**config.mk**
```make
export PLATFORM = sky130hd
export DESIGN_NAME = sc_lane_motion_ctrl
export DESIGN_NICKNAME = d
export VERILOG_FILES = /design/src/rtl/sc_lane_motion_ctrl.sv
export SDC_FILE = /design/constraint.sdc
export NUM_CORES = 1
export LEC_CHECK = 0
export BUFFER_PORTS_ARGS = -buffer_cell sky130_fd_sc_hd__buf_4
export CAP_MARGIN = 5
export CORE_UTILIZATION = 55
export DETAILED_ROUTE_END_ITERATION = 8
export PLACE_DENSITY = 0.84
export SETUP_SLACK_MARGIN = 0.4
export SLEW_MARGIN = 40
export SYNTH_ARGS = -nofsm -noshare
export SYNTH_HDL_FRONTEND = slang
export SYNTH_SLANG_ARGS = --single-unit
```
**constraint.sdc**
```tcl
create_clock -name SC_LaneMotionCtrl_CLOCK_50 -period 3.2 [get_ports SC_LaneMotionCtrl_CLOCK_50]
set_input_delay 0.16 -clock SC_LaneMotionCtrl_CLOCK_50 [delete_from_list [all_inputs] [get_ports SC_LaneMotionCtrl_CLOCK_50]]
set_output_delay 0.16 -clock SC_LaneMotionCtrl_CLOCK_50 [all_outputs]
set_load 0.005 [all_outputs]
```
**src/rtl/sc_lane_motion_ctrl.sv**
```systemverilog
// rtl/sc_lane_motion_ctrl.sv - lane row motion controller: init, periodic rotate, reload, pause, stop
// Every output is registered and is decoded from next_state, so it follows the current state.
module sc_lane_motion_ctrl #(
  parameter int LANE_DATAWIDTH  = 8,
  parameter int LANE_PRESCWIDTH = 24,
  parameter int LANE_STEPCYCLES = 3125000
) (
  input  logic                      SC_LaneMotionCtrl_CLOCK_50,
  input  logic                      SC_LaneMotionCtrl_RESET_InHigh,
  input  logic                      SC_LaneMotionCtrl_start_InLow,
  input  logic                      SC_LaneMotionCtrl_stop_InLow,
  input  logic                      SC_LaneMotionCtrl_pause_InHigh,
  input  logic                      SC_LaneMotionCtrl_direction_In,
  input  logic [3:0]                SC_LaneMotionCtrl_speed_In,
  input  logic                      SC_LaneMotionCtrl_reloadreq_InLow,
  input  logic [LANE_DATAWIDTH-1:0] SC_LaneMotionCtrl_pattern_InBUS,
  output logic                      SC_LaneMotionCtrl_clear_OutLow,
  output logic                      SC_LaneMotionCtrl_load_OutLow,
  output logic [1:0]                SC_LaneMotionCtrl_shiftselection_Out,
  output logic [LANE_DATAWIDTH-1:0] SC_LaneMotionCtrl_data_OutBUS,
  output logic                      SC_LaneMotionCtrl_busy_Out,
  output logic [7:0]                SC_LaneMotionCtrl_shiftcount_Out
);

  typedef enum logic [2:0] {
    S_IDLE,
    S_INIT,
    S_RUN,
    S_SHIFT,
    S_LOAD,
    S_PAUSE
  } state_t;

  localparam logic [LANE_PRESCWIDTH-1:0] STEP = LANE_PRESCWIDTH'(LANE_STEPCYCLES);

  state_t                     state, next_state;
  logic [LANE_PRESCWIDTH-1:0] presc, presc_next;
  logic [LANE_PRESCWIDTH-1:0] period, period_m1;
  logic [7:0]                 count, count_next;
  logic                       clear_next, load_next, busy_next;
  logic [1:0]                 sel_next;
  logic [LANE_DATAWIDTH-1:0]  data_next;
  logic                       tick;

  // A prescaler already past a freshly lowered period fires on the next compare.
  always_comb begin
    period    = LANE_PRESCWIDTH'(5'd16 - {1'b0, SC_LaneMotionCtrl_speed_In}) * STEP;
    period_m1 = period - LANE_PRESCWIDTH'(1);
    tick      = (presc >= period_m1);
  end

  always_comb begin
    next_state = state;
    presc_next = presc;
    count_next = count;
    clear_next = 1'b1;
    load_next  = 1'b1;
    sel_next   = 2'b00;
    data_next  = SC_LaneMotionCtrl_data_OutBUS;
    busy_next  = 1'b1;

    if (!SC_LaneMotionCtrl_start_InLow) begin
      next_state = S_INIT;
      presc_next = '0;
      count_next = '0;
    end else if (!SC_LaneMotionCtrl_stop_InLow) begin
      next_state = S_IDLE;
    end else begin
      case (state)
        S_IDLE: next_state = S_IDLE;
        S_INIT: begin
          next_state = S_RUN;
          presc_next = '0;
          count_next = '0;
        end
        S_RUN: begin
          if (!SC_LaneMotionCtrl_reloadreq_InLow) begin
            next_state = S_LOAD;
            presc_next = '0;
          end else if (SC_LaneMotionCtrl_pause_InHigh) begin
            next_state = S_PAUSE;
          end else if (tick) begin
            next_state = S_SHIFT;
            presc_next = '0;
            count_next = count + 8'd1;
          end else begin
            presc_next = presc + LANE_PRESCWIDTH'(1);
          end
        end
        S_SHIFT: begin
          next_state = S_RUN;
          presc_next = presc + LANE_PRESCWIDTH'(1);
        end
        S_LOAD: next_state = S_RUN;
        S_PAUSE: begin
          if (!SC_LaneMotionCtrl_reloadreq_InLow) begin
            next_state = S_LOAD;
            presc_next = '0;
          end else if (!SC_LaneMotionCtrl_pause_InHigh) begin
            next_state = S_RUN;
          end
        end
        default: next_state = S_IDLE;
      endcase
    end

    case (next_state)
      S_IDLE:  busy_next = 1'b0;
      S_INIT:  clear_next = 1'b0;
      S_SHIFT: sel_next = SC_LaneMotionCtrl_direction_In ? 2'b10 : 2'b01;
      S_LOAD: begin
        load_next = 1'b0;
        data_next = SC_LaneMotionCtrl_pattern_InBUS;
      end
      default: ;
    endcase
  end

  always_ff @(posedge SC_LaneMotionCtrl_CLOCK_50 or posedge SC_LaneMotionCtrl_RESET_InHigh) begin
    if (SC_LaneMotionCtrl_RESET_InHigh) begin
      state                                <= S_IDLE;
      presc                                <= '0;
      count                                <= '0;
      SC_LaneMotionCtrl_clear_OutLow       <= 1'b1;
      SC_LaneMotionCtrl_load_OutLow        <= 1'b1;
      SC_LaneMotionCtrl_shiftselection_Out <= 2'b00;
      SC_LaneMotionCtrl_data_OutBUS        <= '0;
      SC_LaneMotionCtrl_busy_Out           <= 1'b0;
    end else begin
      state                                <= next_state;
      presc                                <= presc_next;
      count                                <= count_next;
      SC_LaneMotionCtrl_clear_OutLow       <= clear_next;
      SC_LaneMotionCtrl_load_OutLow        <= load_next;
      SC_LaneMotionCtrl_shiftselection_Out <= sel_next;
      SC_LaneMotionCtrl_data_OutBUS        <= data_next;
      SC_LaneMotionCtrl_busy_Out           <= busy_next;
    end
  end

  assign SC_LaneMotionCtrl_shiftcount_Out = count;

endmodule
```
==> metrics.cfg <==
[run_status]
status=finished, violations left
failed_checks=negative setup slack

[cells_and_area]
final_cell_count_no_fill=851
layout_common_cells=buf_4 (125), ha_1 (86), inv_1 (60), nand2_1 (52), dfrtp_1 (46)
utilization_pct=75.7
diodes=0
layout-drive-gt1-share_pct=30.6
final_common_cell=buf_4
fillers=596
layout.nets=854
syn_to_final_growth_pct=32.7

[placement]
place_congestion=0.934
placed_cells=822
dpl.hpwl_mm=10.2
place_ws_ns=-3.88
port_buffers=39

[sta]
setup_violations=35
fmax_mhz=151
slew_violations=0
fin_crit_sh_pct=207
max-slew-margin-rel_pct=54.1
rsz0062_at_grt=yes
layout_min_cycle_time_ns=6.64
tightestPinTransition_ns=0.682
fin_hold_ws_ns=0.0757
hold_violations=0
clock_skew_ns=0.0127
fin_ws_ns=-3.44

[pwr]
pwr-share-clk_pct=9.1
p_comb_share_pct=75.2
p_int_w=0.00232
switching_share_pct=43.6
pwr_density_cell_nw_per_um2=585
power_w=0.00411
power.static_leakage_nw=3.52
p_switching_w=0.00180
ir_worst_vdd_mv=0.788
p_seq_share_pct=15.6

[die]
dieArea_um2=10000
core_um2=9280
dieHeight_um=100
start_util_pct=57.0
die_x_um=100
pin_count=40
rows=35

[route]
wl_mm=14.6
dr.pass1.iters=5
ant_nets=0
wire_per_inst_um=17.1
vias=5089
drc_errors=0
vias_per_cell=5.98
drtIter0Drc=219

[grt]
overflow=0
grtUsageMet3_pct=3.13
met2_usage_pct=52.7
grt_pass1_vias=5156
grt_pass1_wl_mm=23.4
grt_use_met1_pct=34.4
busiest_layer=met2
grt_usage_pct=28.8
antenna_found_initial=0
grt_max_degree=49

[clock_tree]
cts_max_level=2
cts_tree=built
cts.clk_slew.worst_paths_ns=0.10
cts_num_sinks=48
clock_latency_ns=0.32
clockBufferDepth=2
numCtsBuffers=5
cts_root_buf=clkbuf_8

[yosys]
ys_seq_area_share_pct=22.7
synthArstFlopShare_pct=100
synth-edff-count=0
synth_ff_type=dfrtp_1
ys_seq_elements=48
postSynthCellCount=589
yosysTopAreaCell=ha_1
syn_nets=722
ys_warn_count=0
yosysUniqueCellTypes=68
synth_top_cell_area_share_pct=22.9
netlist_area_um2=5300
synth.avg_cell_area_um2=8.99
synth_top_cells_by_area=ha_1 (23%), dfrtp_1 (22%), fa_1 (6.4%)

[worst_setup_path]
critPathMaxFanout=8
cp-start-kind=primary input
required_ns=3.42
critPathCaptureType=register
crit_type=primary input to register
arrival_ns=6.86

[job]
drv_cap=0

[hold_path]
hp-class=primary input to register

## power groups by stage
stage          sequential (W)  combinational, W  clock, W
5_1_grt              0.000647           0.00338  0.000408
3_3_place_gp         0.000653           0.00258         0
3_5_place_dp         0.000654           0.00271         0
2_1_floorplan        0.000653           0.00173         0
4_1_cts              0.000642           0.00286  0.000373
6_report             0.000643           0.00310  0.000376
## stage by stage
step / area (µm²) / setup TNS [ns]
after floorplan: 5450 / -120.21
after global placement: 6430 / -119.20
after detailed placement: 6430 / -130.55
after CTS: 6850 / -111.10
after global routing: 7030 / -122.93
final: 7030 / -117.11
## sequential cells by signal, summed over array words and instances, names as in the netlist
name	cells
SC_LaneMotionCtrl_shiftcount_Out	8
SC_LaneMotionCtrl_clear_OutLow	1
presc	24
state	3
SC_LaneMotionCtrl_data_OutBUS	8
SC_LaneMotionCtrl_shiftselection_Out	2
SC_LaneMotionCtrl_load_OutLow	1
SC_LaneMotionCtrl_busy_Out	1
## cells by family after synthesis
group	share of synthesized area (%)
and+or+nand+nor	17.4
AOI/OAI and AO/OA	16.0
adders and majority gates	29.3
buffers and inverters	5.81
DFF	22.7
xor gates and xnor gates	5.79
muxes	2.86
## synthesized netlist by cell type (12+ instances only)
cell type  number
ha_1           97
inv_1          66
nand2_1        53
dfrtp_1        46
nor2_1         28
xnor2_1        21
a21oi_1        18
nand3_1        18
fa_1           17
xor2_1         14
clkbuf_1       13
o221ai_1       13
a21o_1         12
and3_1         12
nor2b_1        12
nor3_1         12
o21ai_1        12
## path summary, 6_finish.rpt
check                      slack [ns]                                               to  cells past startpoint                                    startpoint
min                              0.08     SC_LaneMotionCtrl_data_OutBUS[3]$_DFFE_PP0N_                      2            SC_LaneMotionCtrl_pattern_InBUS[3]
max                             -3.44  SC_LaneMotionCtrl_shiftcount_Out[7]$_DFFE_PP0P_                     26                 SC_LaneMotionCtrl_speed_In[1]
max reg2reg                      0.55                            presc[17]$_DFFE_PP0P_                      9                         presc[11]$_DFFE_PP0P_
min reg2reg                      0.52     SC_LaneMotionCtrl_data_OutBUS[7]$_DFFE_PP0N_                      1  SC_LaneMotionCtrl_data_OutBUS[7]$_DFFE_PP0N_
min in group asynchronous        0.46             SC_LaneMotionCtrl_busy_Out$_DFF_PP0_                      3                SC_LaneMotionCtrl_RESET_InHigh
max in group asynchronous        2.31                            presc[13]$_DFFE_PP0P_                      3                SC_LaneMotionCtrl_RESET_InHigh
## layout make-up
type / count / area [µm²] / area share (%)
clock buffers: 5 / 68.8 / 0.979
clock inverters: 3 / 18.8 / 0.267
inverters: 66 / 260 / 3.70
multi-input cells: 460 / 4200 / 59.8
flip-flops and latches: 48 / 1200 / 17.1
well taps: 129 / 161 / 2.30
repair buffers: 140 / 1120 / 15.9
## repair_timing
item	4_1_cts	5_1_grt
hold buffers	2	1
gates resized for setup	37	24
gates cloned	0	1
setup buffers	12	5
hold endpoints to repair	47	1
setup endpoints to repair	35	35
pin swaps	23	22
## routing by layer
layer / routed length, µm / vias up
met3: 698 / 50
met1: 5720 / 2466
met5: 0 / -
met2: 7690 / 208
li1: - / 2365
met4: 469 / 0
## critical path: stages
cell and delay, ns:
buf_8 0.10, nor3_4 0.27, xnor2_4 0.16, inv_2 0.09, ha_4 0.22, xor2_1 0.16, ha_1 0.35, ha_4 0.30
ha_4 0.20, ha_4 0.27, fa_1 0.45, fa_1 0.52, or3_4 0.36, or4_4 0.52, a221o_1 0.30, nor3b_2 0.23
nand4_1 0.17, xnor2_1 0.24, ha_1 0.28, nand4_1 0.16, buf_4 0.14, nor3_2 0.03, a22o_1 0.23, or3_4 0.46
a32o_1 0.29, a31o_1 0.18
Note: power is estimated with default switching activity, not from simulation.
